$ cat config.mk
export PLATFORM = sky130hd
export DESIGN_NAME = i2s_tdm_serializer
export DESIGN_NICKNAME = d
export VERILOG_FILES = /design/src/rtl/toi2s_pkg.sv /design/src/rtl/i2s_tdm_serializer_bck_gen.sv /design/src/rtl/i2s_tdm_serializer.sv
export SDC_FILE = /design/constraint.sdc
export NUM_CORES = 1
export LEC_CHECK = 0
export BUFFER_PORTS_ARGS = -buffer_cell sky130_fd_sc_hd__buf_4
export CORE_MARGIN = 2
export CORE_UTILIZATION = 24
export CTS_CLUSTER_SIZE = 20
export DETAILED_ROUTE_END_ITERATION = 16
export MAX_ROUTING_LAYER = met4
export PLACE_DENSITY_LB_ADDON = 0.2
export SLEW_MARGIN = 0
export SYNTH_ARGS = -nofsm -noshare
export SYNTH_HDL_FRONTEND = slang
export SYNTH_SLANG_ARGS = --single-unit
$ cat constraint.sdc
create_clock -name clk_in -period 4.2 [get_ports clk_in]
set_input_delay 0.21 -clock clk_in [delete_from_list [all_inputs] [get_ports clk_in]]
set_output_delay 0.21 -clock clk_in [all_outputs]
set_load 0.1 [all_outputs]
$ cat src/rtl/toi2s_pkg.sv
// Shared constants for the I2S/TDM serializer: output format codes and frame sizing.
package toi2s_pkg;

  localparam logic [1:0] MODE_I2S = 2'd0;
  localparam logic [1:0] MODE_LJ  = 2'd1;
  localparam logic [1:0] MODE_RJ  = 2'd2;
  localparam logic [1:0] MODE_TDM = 2'd3;

  function automatic int frame_bits(input int num_ch, input int slot_width);
    return num_ch * slot_width;
  endfunction

endpackage

$ cat src/rtl/i2s_tdm_serializer_bck_gen.sv
// Bit-clock divider: bck toggles every BCK_DIV clocks while enabled; fall marks the
// cycle whose closing edge drives bck from 1 to 0.
module bck_gen #(
  parameter int BCK_DIV = 2
) (
  input  logic clk_in,
  input  logic resetb,
  input  logic enable,
  output logic bck,
  output logic fall
);

  localparam int CW = (BCK_DIV > 1) ? $clog2(BCK_DIV) : 1;

  logic [CW-1:0] div_cnt_q, div_cnt_d;
  logic          bck_q, bck_d;
  logic          tc;

  always_comb begin
    tc        = (div_cnt_q == CW'(BCK_DIV - 1));
    div_cnt_d = div_cnt_q;
    bck_d     = bck_q;
    if (!enable) begin
      div_cnt_d = '0;
      bck_d     = 1'b0;
    end else if (tc) begin
      div_cnt_d = '0;
      bck_d     = ~bck_q;
    end else begin
      div_cnt_d = div_cnt_q + 1'b1;
    end
  end

  always_ff @(posedge clk_in or negedge resetb) begin
    if (!resetb) begin
      div_cnt_q <= '0;
      bck_q     <= 1'b0;
    end else begin
      div_cnt_q <= div_cnt_d;
      bck_q     <= bck_d;
    end
  end

  assign bck  = bck_q;
  assign fall = enable & tc & bck_q;

endmodule

$ cat src/rtl/i2s_tdm_serializer.sv
// Frame-at-a-time audio serializer: one-deep holding buffer, frame shifter and a
// formatter producing I2S, left-/right-justified or TDM on registered pins.
module i2s_tdm_serializer
  import toi2s_pkg::*;
#(
  parameter int SAMPLE_WIDTH = 24,
  parameter int SLOT_WIDTH   = 32,
  parameter int NUM_CH       = 2,
  parameter int BCK_DIV      = 2
) (
  input  logic                           clk_in,
  input  logic                           resetb,
  input  logic                           enable,
  input  logic [1:0]                     mode,
  input  logic [NUM_CH*SAMPLE_WIDTH-1:0] in_data,
  input  logic                           in_valid,
  output logic                           in_ready,
  output logic                           i2s_bck,
  output logic                           i2s_ws,
  output logic                           i2s_d0,
  output logic                           frame_start,
  output logic                           underrun
);

  localparam int FRAME_BITS = frame_bits(NUM_CH, SLOT_WIDTH);
  localparam int DATA_W     = NUM_CH * SAMPLE_WIDTH;
  localparam int FB_W       = $clog2(FRAME_BITS);
  localparam int K_W        = (SLOT_WIDTH > 1) ? $clog2(SLOT_WIDTH) : 1;
  localparam int S_W        = $clog2(NUM_CH);
  localparam int RJ_PAD     = SLOT_WIDTH - SAMPLE_WIDTH;

  logic              fall;
  logic [1:0]        mode_q, mode_d, eff_mode;
  logic              started_q, started_d;
  logic [FB_W-1:0]   bit_cnt_q, bit_cnt_d;
  logic [K_W-1:0]    k_q, k_d;
  logic [S_W-1:0]    slot_q, slot_d;
  logic [DATA_W-1:0] hold_q, hold_d, hold_order;
  logic              hold_full_q, hold_full_d;
  logic [DATA_W-1:0] shift_q, shift_d, src;
  logic              delay_q, delay_d;
  logic              ws_q, ws_d, d0_q, d0_d;
  logic              frame_start_q, frame_start_d, underrun_q, underrun_d;
  logic              boundary, consume, raw_bit;

  bck_gen #(.BCK_DIV(BCK_DIV)) u_bck_gen (
    .clk_in (clk_in),
    .resetb (resetb),
    .enable (enable),
    .bck    (i2s_bck),
    .fall   (fall)
  );

  // Shifter holds channel 0 in its MSBs so samples leave in channel order.
  for (genvar gi = 0; gi < NUM_CH; gi++) begin : g_order
    assign hold_order[(NUM_CH-1-gi)*SAMPLE_WIDTH +: SAMPLE_WIDTH] =
      hold_q[gi*SAMPLE_WIDTH +: SAMPLE_WIDTH];
  end

  always_comb begin
    eff_mode  = (NUM_CH != 2) ? MODE_TDM : mode_q;
    mode_d    = enable ? mode_q : mode;
    started_d = started_q;
    bit_cnt_d = bit_cnt_q;
    k_d       = k_q;
    slot_d    = slot_q;
    boundary  = 1'b0;
    if (!enable) begin
      started_d = 1'b0;
      bit_cnt_d = '0;
      k_d       = '0;
      slot_d    = '0;
    end else if (fall) begin
      started_d = 1'b1;
      if (!started_q || bit_cnt_q == FB_W'(FRAME_BITS - 1)) begin
        boundary  = 1'b1;
        bit_cnt_d = '0;
        k_d       = '0;
        slot_d    = '0;
      end else begin
        bit_cnt_d = bit_cnt_q + 1'b1;
        if (k_q == K_W'(SLOT_WIDTH - 1)) begin
          k_d    = '0;
          slot_d = slot_q + 1'b1;
        end else begin
          k_d = k_q + 1'b1;
        end
      end
    end

    // Only sample-carrying slot positions consume a shifter bit; padding sends 0.
    src     = boundary ? (hold_full_q ? hold_order : '0) : shift_q;
    consume = (eff_mode == MODE_RJ) ? (int'(k_d) >= RJ_PAD) : (int'(k_d) < SAMPLE_WIDTH);
    raw_bit = consume & src[DATA_W-1];

    shift_d = shift_q;
    delay_d = delay_q;
    ws_d    = ws_q;
    d0_d    = d0_q;
    if (!enable) begin
      delay_d = 1'b0;
      ws_d    = 1'b0;
      d0_d    = 1'b0;
    end else if (fall) begin
      shift_d = consume ? (src << 1) : src;
      delay_d = raw_bit;
      case (eff_mode)
        MODE_I2S: begin
          ws_d = (slot_d == S_W'(1));
          d0_d = delay_q;
        end
        MODE_LJ, MODE_RJ: begin
          ws_d = (slot_d == '0);
          d0_d = raw_bit;
        end
        default: begin
          ws_d = (bit_cnt_d == '0);
          d0_d = delay_q;
        end
      endcase
    end

    frame_start_d = boundary;
    underrun_d    = boundary & ~hold_full_q;

    // The buffer is released the cycle after frame_start, so in_ready rises one cycle later.
    hold_d      = hold_q;
    hold_full_d = hold_full_q;
    if (frame_start_q && !underrun_q) hold_full_d = 1'b0;
    if (in_valid && !hold_full_q) begin
      hold_d      = in_data;
      hold_full_d = 1'b1;
    end
  end

  always_ff @(posedge clk_in or negedge resetb) begin
    if (!resetb) begin
      mode_q        <= '0;
      started_q     <= 1'b0;
      bit_cnt_q     <= '0;
      k_q           <= '0;
      slot_q        <= '0;
      hold_q        <= '0;
      hold_full_q   <= 1'b0;
      shift_q       <= '0;
      delay_q       <= 1'b0;
      ws_q          <= 1'b0;
      d0_q          <= 1'b0;
      frame_start_q <= 1'b0;
      underrun_q    <= 1'b0;
    end else begin
      mode_q        <= mode_d;
      started_q     <= started_d;
      bit_cnt_q     <= bit_cnt_d;
      k_q           <= k_d;
      slot_q        <= slot_d;
      hold_q        <= hold_d;
      hold_full_q   <= hold_full_d;
      shift_q       <= shift_d;
      delay_q       <= delay_d;
      ws_q          <= ws_d;
      d0_q          <= d0_d;
      frame_start_q <= frame_start_d;
      underrun_q    <= underrun_d;
    end
  end

  assign in_ready    = ~hold_full_q;
  assign i2s_ws      = ws_q;
  assign i2s_d0      = d0_q;
  assign frame_start = frame_start_q;
  assign underrun    = underrun_q;

endmodule

# Word level (Yosys, flattened, before mapping)
# Index checks and enable logic that the tools add are counted.
# Widths: inputs -> output; s select.
# op_classes
addsub	4
magnitude_cmp	2
n_eq_ne	6
n_mux	34
n_bitwise	7
n_reduce_logical	11
# ops
operator	count
$mux 48	3
$mux 1	23
$mux 5	4
$mux 6	3
$add 6x1->6 const B	1
$eq 6x6->1 const B	1
$logic_not 6->1	1
$add 5x1->5 const B	1
$eq 5x5->1 const B	1
$ge 5x4->1 const B	1
$lt 5x5->1 const B	1
$and 1x1->1	4
$ne 2x1->1 const B	2
$logic_not 1->1	3
$not 1->1	3
$add 1x1->1 const B	2
$eq 2x1->1 const B	1
$eq 2x2->1 const B	1
$logic_and 1x1->1	2
$logic_not 2->1	1
$pmux 1 s2	1
$reduce_and 2->1	1
$reduce_bool 2->1	1
$reduce_or 2->1	1
$logic_or 1x1->1	1
# word_totals
regBits	119
input_bits	54
output_inout_bits	6
word_cells	79

# Depth between registers and ports, before layout
# Gate-level depths: netlist (run 1).
# depth
ltp_word	11
ltp_mapped	12

# Cells and area by module
# Synthesis (run 1) repeated with hierarchy kept, for this count alone.
# hier_totals
hier_cells	604
hier_area_um2	6112.1
# modules_own_cells
mod	n_inst	cells_each	area_each_um2	seq_area_each_um2
i2s_tdm_serializer	1	598	6030.8	2927.8
bck_gen	1	6	81.3	50.0

# Least setup slack after synthesis (run 1)
# Ideal clock, no wire load.
# synth_timing
kind	reg2reg
startpoint	register k_q[0]
endpoint	register shift_q[21]
setup_time_ns	0.132
arrival_ns	2.502
required_ns	4.068
path_slack_ns	1.566
stages_incl_launch_ff	13
synth_period_minus_slack_ns	2.634
cell_sequence	dfrtp_1 > ha_1 > and3_1 > ha_1 > nand4b_1 > a211o_1 > buf_4 > nor3b_2 > buf_6 > buf_6 > a211oi_2 > o21ai_1 > nor4bb_4
# synth_between
elab_chain_cells	8
word_cells_on_any_way	10
cone_classes	add/sub (1); order compare (2); eq/ne (1); mux (6)
# synth_lines
element	line_no	text
start, declared	i2s_tdm_serializer.sv:36	logic [K_W-1:0] k_q, k_d;
start signal, assigned	i2s_tdm_serializer.sv:155	k_q <= k_d;
$add 5x1->5 / $eq 5x5->1 (equally long branches)	i2s_tdm_serializer.sv:86, i2s_tdm_serializer.sv:82	
$mux 5	i2s_tdm_serializer.sv:82	if (k_q == K_W'(SLOT_WIDTH - 1)) begin
$mux 5	i2s_tdm_serializer.sv:75	if (!started_q || bit_cnt_q == FB_W'(FRAME_BITS - 1)) begin
$mux 5 (*)	i2s_tdm_serializer.sv:73	end else if (fall) begin
$mux 5 (*)	i2s_tdm_serializer.sv:68	if (!enable) begin
$lt 5x5->1 / $ge 5x4->1 (equally long branches)	i2s_tdm_serializer.sv:93	consume = (eff_mode == MODE_RJ) ? (int'(k_d) >= RJ_PAD) : (int'(k_d) < SAMPLE_WIDTH);
$mux 1 (*)	i2s_tdm_serializer.sv:93	
$mux 48 (*)	i2s_tdm_serializer.sv:105	shift_d = consume ? (src << 1) : src;
end signal, assigned	i2s_tdm_serializer.sv:159	shift_q <= shift_d;
end, declared	i2s_tdm_serializer.sv:40	logic [DATA_W-1:0] shift_q, shift_d, src;
# Mark *: on every way between the ends. The rest lies on a longest branch, timed or not.
# A chain may end at the register's enable or synchronous reset.

# Worst setup path after layout (run 1)
# layout_timing
startpoint	register k_q[1]
endpoint	register shift_q[4]
# The elaborated chain is that of the path after synthesis.

==> run summary, run 1 <==
run status -> finished clean
gp weighted congestion -> 0.7606
r2r setup slk -> 0.93 ns
CP max-delay cell -> buf_4
vias per cell -> 5.531
critical path type -> reg -> reg
Post-DP HPWL -> 19980 microns
Tot GR Track Use -> 17.09%
dpl ws -> 1.034 ns
Final Max Slew Viols -> 0
global-route wire length before repair -> 55340 microns
WP data arrival -> 3.57 ns
drt wl/cell -> 20.51 microns
Clock Path Buffers -> 2
post-synthesis register bit count -> 119
Final Total Pwr -> 4.525 mW
Syn Inst Count -> 1147
ANT nets after route -> 0
vias -> 9369
clock power share -> 34.7%
worst reg-to-reg path cell count -> 10
final hold vios -> 0
htree depth -> 4
Area Growth Syn to Fin -> 17.87%
# fillers -> 4293
min Tclk post-route -> 3.265 ns
largest net degree at the start of global routing -> 90
Tcrit/Tclk final -> 77.74%
TNS Setup -> 0 ns
switch share -> 33.50%
Starting Density -> 24.25%
syn avg cell area -> 8.614 sq um
CP Launch Type -> flop
post-route insts no fill -> 1694
setup violators final -> 0
total wire length -> 34740 microns
hold depth -> 2
Port Buffers -> 59
total CTS buffers -> 17
Cell variety after synth -> 60
Cell Pwr Density -> 388.5 mW/mm^2
CTS sink cnt -> 119
sequential area share after synthesis -> 30.14%
Max-slew headroom -> 40.51%
dpl cells -> 1630
largest stage delay on the critical path -> 0.63 ns
antenna fix cells -> 0
I/O pin cnt -> 60
Root Buffer -> clkbuf_16
YS warnings -> 0
vias in the first global route -> 9350
maximum vdd drop -> 270.8 uV
synthesized area -> 0.009881 sq mm
Final Worst Setup Slack -> 0.9349 ns
syn_nets -> 1207
capturing element type of the critical path -> flop
# rows -> 74
Lkg Pwr -> 4.354 nW
Die Span Y -> 206.9 microns
CTS resizes -> 0
top cell type's share of synthesized area -> 30.14%
Worst-Skew Late Latency -> 0.44 ns
Gate power share -> 29.9%
Fin Hold WS -> 0.01912 ns
HP Start -> in_data[31]
Async SR Flop Fraction -> 100.0%
total congestion overflow -> 0
DRT iter0 DRCs -> 619
Slew @ Worst Pin -> 0.8924 ns
setup skew after layout -> 0.01769 ns
core area -> 0.04074 sq mm
Net count, final -> 1209
Max Freq -> 306.3 MHz
DIE AREA -> 0.04281 sq mm
Post-route DRC -> 0
Hold Crit Class -> in -> reg
Reg power frac -> 35.4%
initial antenna violation count -> 0
Psw -> 1.516 mW
Worst Path Max Fanout -> 51
synth top area cells -> dfrtp_1 (30%), o22ai_1 (5.8%), mux2_2 (5.7%), a211oi_1 (5.4%), nor4bb_4 (4.3%)
area leader, netlist -> dfrtp_1
ys flop type -> dfrtp_1
layout cells sized above 1 -> 20.48%
Post-synth EDFFs -> 0
Crit path top cell by count -> ha_1
FF-to-FF End -> shift_q[4]
WP data required -> 4.51 ns
Internal Power -> 3.009 mW
die width -> 206.9 microns
Endpoint, Worst Hold -> hold_q[31]
RSZ-0062 raised after global routing -> no
r2r startpoint -> k_q[1]
CTS tree -> yes
maxcap violations -> 0
drt pass-1 iters -> 5
Clock Pin Slew Worst Setup and Hold Paths -> 0.07 ns
Critical Path, Cell by Cell -> ha_1 > and3_1 > ha_1 > nor2b_1 > o2111ai_1 > and2_4 > buf_4 > a211oi_1 > o21ai_0 > nor4bb_1
setup bufs post-CTS -> 0
[cell families after synthesis]
group	count (synthesis)	share of synthesized area, %
simple gates	303	20.91
buf+inv	198	9.117
mux	54	6.116
fa+ha+maj	6	0.7598
flops	119	30.14
compound gates	463	32.61
xor+xnor	4	0.3546
[worst max path at each step]
stage                            start           to  slack [ns]  depth (start not counted)
after floorplan                 k_q[0]  shift_q[21]        1.57                         12
after global placement    bit_cnt_q[0]   shift_q[4]        1.07                          9
after detailed placement        k_q[1]   shift_q[4]        1.03                         10
after CTS                       k_q[1]   shift_q[4]        0.96                         10
after global routing            k_q[1]   shift_q[4]        0.72                         10
final                           k_q[1]   shift_q[4]        0.93                         10
[final cells by class]
class                           count  area [sq um]  share of cell area [%]
Tap cell                          532         665.6                   5.715
Sequential cell                   119          2980                   25.59
Multi-Input combinational cell    830          6057                   52.01
Clock inverter                     14         172.7                   1.483
Inverter                           53         198.9                   1.708
Clock buffer                       18         439.2                   3.771
Timing Repair Buffer              128          1132                   9.723
[critical path, delay by kind of cell (launching register included)]
family / cells / cell delay, ns
buffers and inverters: 1 / 0.63
adder cells (fa/ha/maj): 2 / 0.47
AO/OA/AOI/OAI: 3 / 0.46
flip-flops: 1 / 0.41
AND/OR/NAND/NOR: 4 / 1.13
[power groups by stage]
stage	Clock, mW	Sequential, mW	Combinational [mW]
after global routing	1.67	1.64	1.49
after floorplan	0	1.56	1.01
after global placement	0	1.61	1.32
after detailed placement	0	1.63	1.34
final	1.57	1.60	1.35
after CTS	1.62	1.61	1.37
[placed cells by master, fill, tap and decap left out, drive strengths merged, types with 3 or more instances in the layout]
master | synthesis | final
bufinv | 0 | 3
dfrtp | 119 | 119
o22ai | 92 | 92
and4bb | 8 | 8
nand4b | 5 | 5
o21ai | 58 | 58
clkbuf | 68 | 18
nor4bb | 37 | 37
a21boi | 5 | 5
clkinv | 0 | 3
a21oi | 53 | 53
and3b | 45 | 45
clkinvlp | 0 | 5
nand2 | 70 | 70
mux2 | 51 | 51
ha | 6 | 6
and3 | 4 | 4
o22a | 3 | 3
a41oi | 45 | 45
buf | 77 | 96
nor2b | 6 | 6
dlygate4sd3 | 0 | 32
nor3 | 4 | 4
and2 | 9 | 9
mux2i | 3 | 3
a211oi | 94 | 94
nor2 | 96 | 96
nand4 | 6 | 6
inv | 53 | 56
nand3 | 7 | 7
o21a | 3 | 3
o211ai | 48 | 48
a31oi | 49 | 49
[through the flow]
step | area [sq um] | util [%]
floorplan | 9881 | -
global placement | 10710 | 26.30
detailed placement | 10710 | 26.30
CTS | 11650 | 28.59
global route | 11650 | 28.59
finish | 11650 | 28.59
[synth_stat cells, drive strengths merged, types with 2 or more instances]
cell type,n
dfrtp,119
nor2,96
a211oi,94
o22ai,92
buf,77
nand2,70
clkbuf,68
o21ai,58
a21oi,53
inv,53
mux2,51
a31oi,49
o211ai,48
a41oi,45
and3b,45
nor4bb,37
and2,9
and4bb,8
nand3,7
ha,6
nand4,6
nor2b,6
a21boi,5
nand4b,5
and3,4
nor3,4
mux2i,3
o21a,3
o22a,3
a21o,2
a311oi,2
nor3b,2
o2111a,2
o31ai,2
xnor2,2
xor2,2
[sequential cells by signal, indices dropped and copies added (netlist names), 2 cells and up]
| name | cells |
|---|---|
| eff_mode | 2 |
| bit_cnt_q | 6 |
| k_q | 5 |
| shift_q | 48 |
| hold_q | 48 |
[layer usage]
layer	vias up	track usage (%)	share of wire, %
li1	4405	-	-
met2	226	28.48	50
met3	24	2.386	3.8
met1	4714	21.59	45
met5	-	-	0
met4	0	4.838	1.1
[repair_timing]
action | CTS | global route
endpoints found under the hold margin | 97 | 0
endpoints found under the setup margin | 0 | 0
hold buffers | 32 | 0
Note: power is estimated with default switching activity, not from simulation.
==> inputs of run 2 (changes only) <==
==> constraint.sdc (replaced) <==
create_clock -name clk_in -period 2.65 [get_ports clk_in]
set_input_delay 0.1325 -clock clk_in [delete_from_list [all_inputs] [get_ports clk_in]]
set_output_delay 0.1325 -clock clk_in [all_outputs]
set_load 0.1 [all_outputs]
==> run summary, run 2 (synthesized netlist as in run 1, its figures left out) <==
dpl cells -> 1666
FF-to-FF End -> shift_q[44]
initial antenna violation count -> 0
CP Launch Type -> flop
dpl ws -> 0.07940 ns
core area -> 0.04074 sq mm
total congestion overflow -> 0
Die Span Y -> 206.9 microns
largest net degree at the start of global routing -> 71
layout cells sized above 1 -> 23.84%
Area Growth Syn to Fin -> 26.82%
Final Max Slew Viols -> 0
gp weighted congestion -> 0.7685
Clock Path Buffers -> 2
Cell Pwr Density -> 575.2 mW/mm^2
Final Worst Setup Slack -> 0.08387 ns
Post-route DRC -> 0
Starting Density -> 24.25%
maximum vdd drop -> 425.1 uV
RSZ-0062 raised after global routing -> yes
final hold vios -> 0
Clock Pin Slew Worst Setup and Hold Paths -> 0.06 ns
Tcrit/Tclk final -> 96.84%
Root Buffer -> clkbuf_16
Critical Path End -> shift_q[44]
WP data required -> 2.96 ns
global-route wire length before repair -> 56370 microns
total wire length -> 36180 microns
commonest non-fill, non-tap cell in the layout -> dfrtp_1
maxcap violations -> 0
Lkg Pwr -> 4.793 nW
most frequent cells in the layout -> dfrtp_1 (117), buf_4 (115), nor2_1 (95)
Max Freq -> 389.7 MHz
htree depth -> 4
# rows -> 74
Worst-Skew Late Latency -> 0.44 ns
Setup crit start -> k_q[1]
worst reg-to-reg path cell count -> 11
run status -> finished clean
WP data arrival -> 2.88 ns
Hold Crit Class -> in -> async
r2r startpoint -> k_q[1]
DRT iter0 DRCs -> 743
min Tclk post-route -> 2.566 ns
Slew @ Worst Pin -> 0.5781 ns
setup violators final -> 0
Tot GR Track Use -> 17.33%
CTS sink cnt -> 119
Post-DP HPWL -> 21420 microns
vias per cell -> 5.548
Largest regs -> hold_q: 48 flops, shift_q: 48 flops, bit_cnt_q: 6 flops
DIE AREA -> 0.04281 sq mm
critical path type -> reg -> reg
Port Buffers -> 59
Net count, final -> 1280
die width -> 206.9 microns
total CTS buffers -> 17
Top Metal Used -> met4
vias -> 9792
setup skew after layout -> 0.01218 ns
I/O pin cnt -> 60
routed wl met3 -> 1734 microns
WL met2 -> 17650 microns
CTS tree -> yes
drt wl/cell -> 20.50 microns
drt pass-1 iters -> 5
Max-slew headroom -> 61.05%
post-route insts no fill -> 1765
capturing element type of the critical path -> flop
r2r setup slk -> 0.08 ns
Met1 Wirelength -> 16240 microns
TNS Setup -> 0 ns
Final Total Pwr -> 7.208 mW
Worst Path Max Fanout -> 7
antenna fix cells -> 0
ANT nets after route -> 0
vias in the first global route -> 9557
run 2: worst min-delay path by stage:
stage                start      endpoint  slack (ns)  cells past startpoint
floorplan           resetb  bit_cnt_q[0]       -0.16                      0
global placement    resetb    hold_q[38]        0.03                      1
detailed placement  resetb    hold_q[38]        0.03                      1
CTS                 resetb    hold_q[38]        0.14                      2
global route        resetb    hold_q[38]        0.16                      2
finish              resetb    hold_q[38]        0.13                      2
run 2: stage by stage:
| step | cell area (sq um) | hold slack [ns] | utilization, % |
|---|---|---|---|
| after floorplan | 9881 | -0.1631 | - |
| after global placement | 11180 | 0.02690 | 27.45 |
| after detailed placement | 11180 | 0.02659 | 27.45 |
| after CTS | 12300 | 0.1433 | 30.18 |
| after global routing | 12530 | 0.1588 | 30.76 |
| final | 12530 | 0.1296 | 30.76 |
run 2: area by class of cell:
| type | instances | area, sq um |
|---|---|---|
| timing repair buffer | 199 | 2013 |
| tap | 532 | 665.6 |
| multi-input combinational | 830 | 6092 |
| clock inverter | 15 | 155.1 |
| inverter | 53 | 198.9 |
| fill | 4288 | 28210 |
| clock buffer | 17 | 425.4 |
| sequential | 119 | 2980 |
run 2: timing repair:
item / CTS / global route
hold endpoints to repair: 171 / 0
buffers inserted: 0 / 8
endpoints found under the setup margin: 0 / 30
hold buffers: 53 / 0
gates resized for setup: 0 / 9
run 2: layer usage:
layer | vias up | GRT usage [%]
li1 | 4566 | -
met1 | 4873 | 22.19
met2 | 297 | 28.67
met3 | 56 | 2.198
met4 | 0 | 4.914
met5 | - | -
run 2: where the power goes:
part | total, mW | switching, mW | internal (mW)
sequential | 2.52 | 0.307 | 2.22
combinational | 2.30 | 1.15 | 1.15
clock | 2.39 | 1.00 | 1.38
total | 7.21 | 2.46 | 4.75
run 2: critical path, cell delays in order (launching register included):
cell and delay (ns):
dfrtp_1 0.38, ha_2 0.19, and3_1 0.18, ha_2 0.17, nand4b_1 0.16, a211o_1 0.31, buf_6 0.15, buf_12 0.12
nand3_4 0.21, buf_12 0.18, a21oi_1 0.06, nor4bb_1 0.34
==> inputs of run 3 (changes only) <==
--- a/config.mk
+++ b/config.mk
@@ -11,7 +11,7 @@
 export CTS_CLUSTER_SIZE = 20
 export DETAILED_ROUTE_END_ITERATION = 16
 export MAX_ROUTING_LAYER = met4
-export PLACE_DENSITY_LB_ADDON = 0.2
+export RECOVER_POWER = 50
 export SLEW_MARGIN = 0
 export SYNTH_ARGS = -nofsm -noshare
 export SYNTH_HDL_FRONTEND = slang
==> constraint.sdc (replaced) <==
create_clock -name clk_in -period 2.4 [get_ports clk_in]
set_input_delay 0.12 -clock clk_in [delete_from_list [all_inputs] [get_ports clk_in]]
set_output_delay 0.12 -clock clk_in [all_outputs]
set_load 0.1 [all_outputs]
==> run summary, run 3 (synthesized netlist as in run 1, its figures left out) <==
Die Span Y -> 206.9 microns
Tcrit/Tclk final -> 103.4%
final hold vios -> 0
Worst Path Buf+Inv -> 1
largest stage delay on the critical path -> 0.38 ns
antenna fix cells -> 0
WL met2 -> 15830 microns
die width -> 206.9 microns
Final Max Slew Viols -> 0
run status -> finished with violations
WP data arrival -> 2.79 ns
Setup crit start -> k_q[1]
total congestion overflow -> 0
Slew @ Worst Pin -> 0.9310 ns
Internal Power -> 5.426 mW
layout cells sized above 1 -> 26.70%
DP Area -> 0.01129 sq mm
Crit path max-delay family -> simple AND/OR/NAND/NOR gates
Largest regs -> hold_q: 48 flops, shift_q: 48 flops, bit_cnt_q: 6 flops
vias -> 9788
WP data required -> 2.71 ns
Tot GR Track Use -> 15.75%
fin area -> 0.01280 sq mm
total CTS buffers -> 17
drt pass-1 iters -> 5
capturing element type of the critical path -> flop
vias in the first global route -> 9634
Starting Density -> 24.25%
Top Metal Used -> met4
setup skew after layout -> 0.009797 ns
Post-route DRC -> 0
min Tclk post-route -> 2.482 ns
Root Buffer -> clkbuf_16
Worst-Skew Late Latency -> 0.44 ns
Critical Path, Cell by Cell -> ha_2 > and3_4 > ha_4 > nand4b_1 > a211o_1 > nor3b_4 > buf_12 > a211oi_2 > o21ai_0 > nor4bb_4
Final Worst Setup Slack -> -0.08239 ns
Port Buffers -> 59
Clock Path Buffers -> 2
CP max-delay cell -> dfrtp_1
failing checks -> negative setup slack
Hold Crit Class -> in -> reg
switch share -> 33.60%
Reg power frac -> 34.4%
Post-DP HPWL -> 20000 microns
DIE AREA -> 0.04281 sq mm
Max-slew headroom -> 37.93%
largest net degree at the start of global routing -> 68
core area -> 0.04074 sq mm
critical path type -> reg -> reg
global-route wire length before repair -> 52510 microns
drt wl/cell -> 18.54 microns
gp weighted congestion -> 0.8236
most frequent cells in the layout -> dfrtp_1 (116), buf_4 (116), nor2_1 (95)
Psw -> 2.746 mW
Max Freq -> 402.8 MHz
DRT iter0 DRCs -> 920
Fin Hold WS -> 0.2531 ns
routed wl met3 -> 1860 microns
vias per cell -> 5.549
CTS tree -> yes
Met1 Wirelength -> 14500 microns
setup violators final -> 46
r2r startpoint -> k_q[1]
CP Launch Type -> flop
initial antenna violation count -> 0
htree depth -> 4
Worst Path Max Fanout -> 18
# rows -> 74
CTS sink cnt -> 119
Layout Utilization -> 31.41%
RSZ-0062 raised after global routing -> yes
total wire length -> 32700 microns
maxcap violations -> 0
ANT nets after route -> 0
clock power share -> 33.9%
Net count, final -> 1279
Cell Pwr Density -> 638.5 mW/mm^2
Lkg Pwr -> 4.818 nW
Clock Pin Slew Worst Setup and Hold Paths -> 0.07 ns
HP Start -> enable
Gate power share -> 31.7%
I/O pin cnt -> 60
maximum vdd drop -> 383.6 uV
Area Growth Syn to Fin -> 29.52%
-- run 3: cell count changes in the layout (fill, tap and decap cells not counted), sizes merged --
cell,previous run,this run
dlygate4sd3,53,52
bufinv,2,3
inv,54,60
clkinv,9,2
-- run 3: metrics by stage --
stage	setup WS (ns)	TNS, ns	instances	total power, mW
floorplan	0.0009455	0	1147	4.504
global placement	0.02319	0	1674	5.170
detailed placement	-0.03513	-0.1321	1674	5.232
CTS	-0.04799	-0.1097	1760	8.150
global route	-0.1704	-6.906	1764	8.629
finish	-0.08239	-1.917	1764	8.172
-- run 3: power groups by stage --
stage / Combinational [mW] / Sequential (mW) / Clock, mW
final: 2.59 / 2.81 / 2.77
after global routing: 2.83 / 2.88 / 2.91
after CTS: 2.52 / 2.82 / 2.82
after detailed placement: 2.38 / 2.85 / 0
after global placement: 2.34 / 2.83 / 0
after floorplan: 1.78 / 2.73 / 0
-- run 3: worst reg2reg max path, delay by kind of cell, from the launching register on --
family / cells / cell delay, ns
compound gates: 3 / 0.71
fa+ha+maj: 2 / 0.35
buf+inv: 1 / 0.17
flops: 1 / 0.38
simple gates: 4 / 0.75
-- run 3: path summary, 6_finish.rpt --
path / end / depth (start not counted) / slack [ns]
max: shift_q[7] / 10 / -0.08
min: started_q / 3 / 0.25
max reg2reg: shift_q[7] / 10 / -0.08
min reg2reg: shift_q[0] / 2 / 0.49
max in group asynchronous: hold_full_q / 3 / 0.55
min in group asynchronous: hold_q[36] / 2 / 0.36
-- run 3: routing by layer --
| layer | vias up | GRT usage, % |
|---|---|---|
| met5 | - | - |
| met4 | 0 | 4.787 |
| met3 | 42 | 2.480 |
| met2 | 370 | 25.25 |
| met1 | 4825 | 20.42 |
| li1 | 4551 | - |
-- run 3: cell type report --
cell class                 count  area, sq um
clock buffer                  17        425.4
clock inverter                15        191.4
fill                        4253        27940
inverter                      53        198.9
multi-input combinational    830         6402
sequential                   119         2982
tap                          532        665.6
timing repair buffer         198         1932
-- run 3: timing repair --
| item | in CTS | in global routing |
|---|---|---|
| setup buffers | 1 | 3 |
| hold buffers | 52 | 0 |
| setup endpoints to repair | 23 | 50 |
| cloned | 1 | 1 |
| gates resized for setup | 23 | 37 |
| endpoints found under the hold margin | 83 | 0 |
| pin swaps | 10 | 11 |
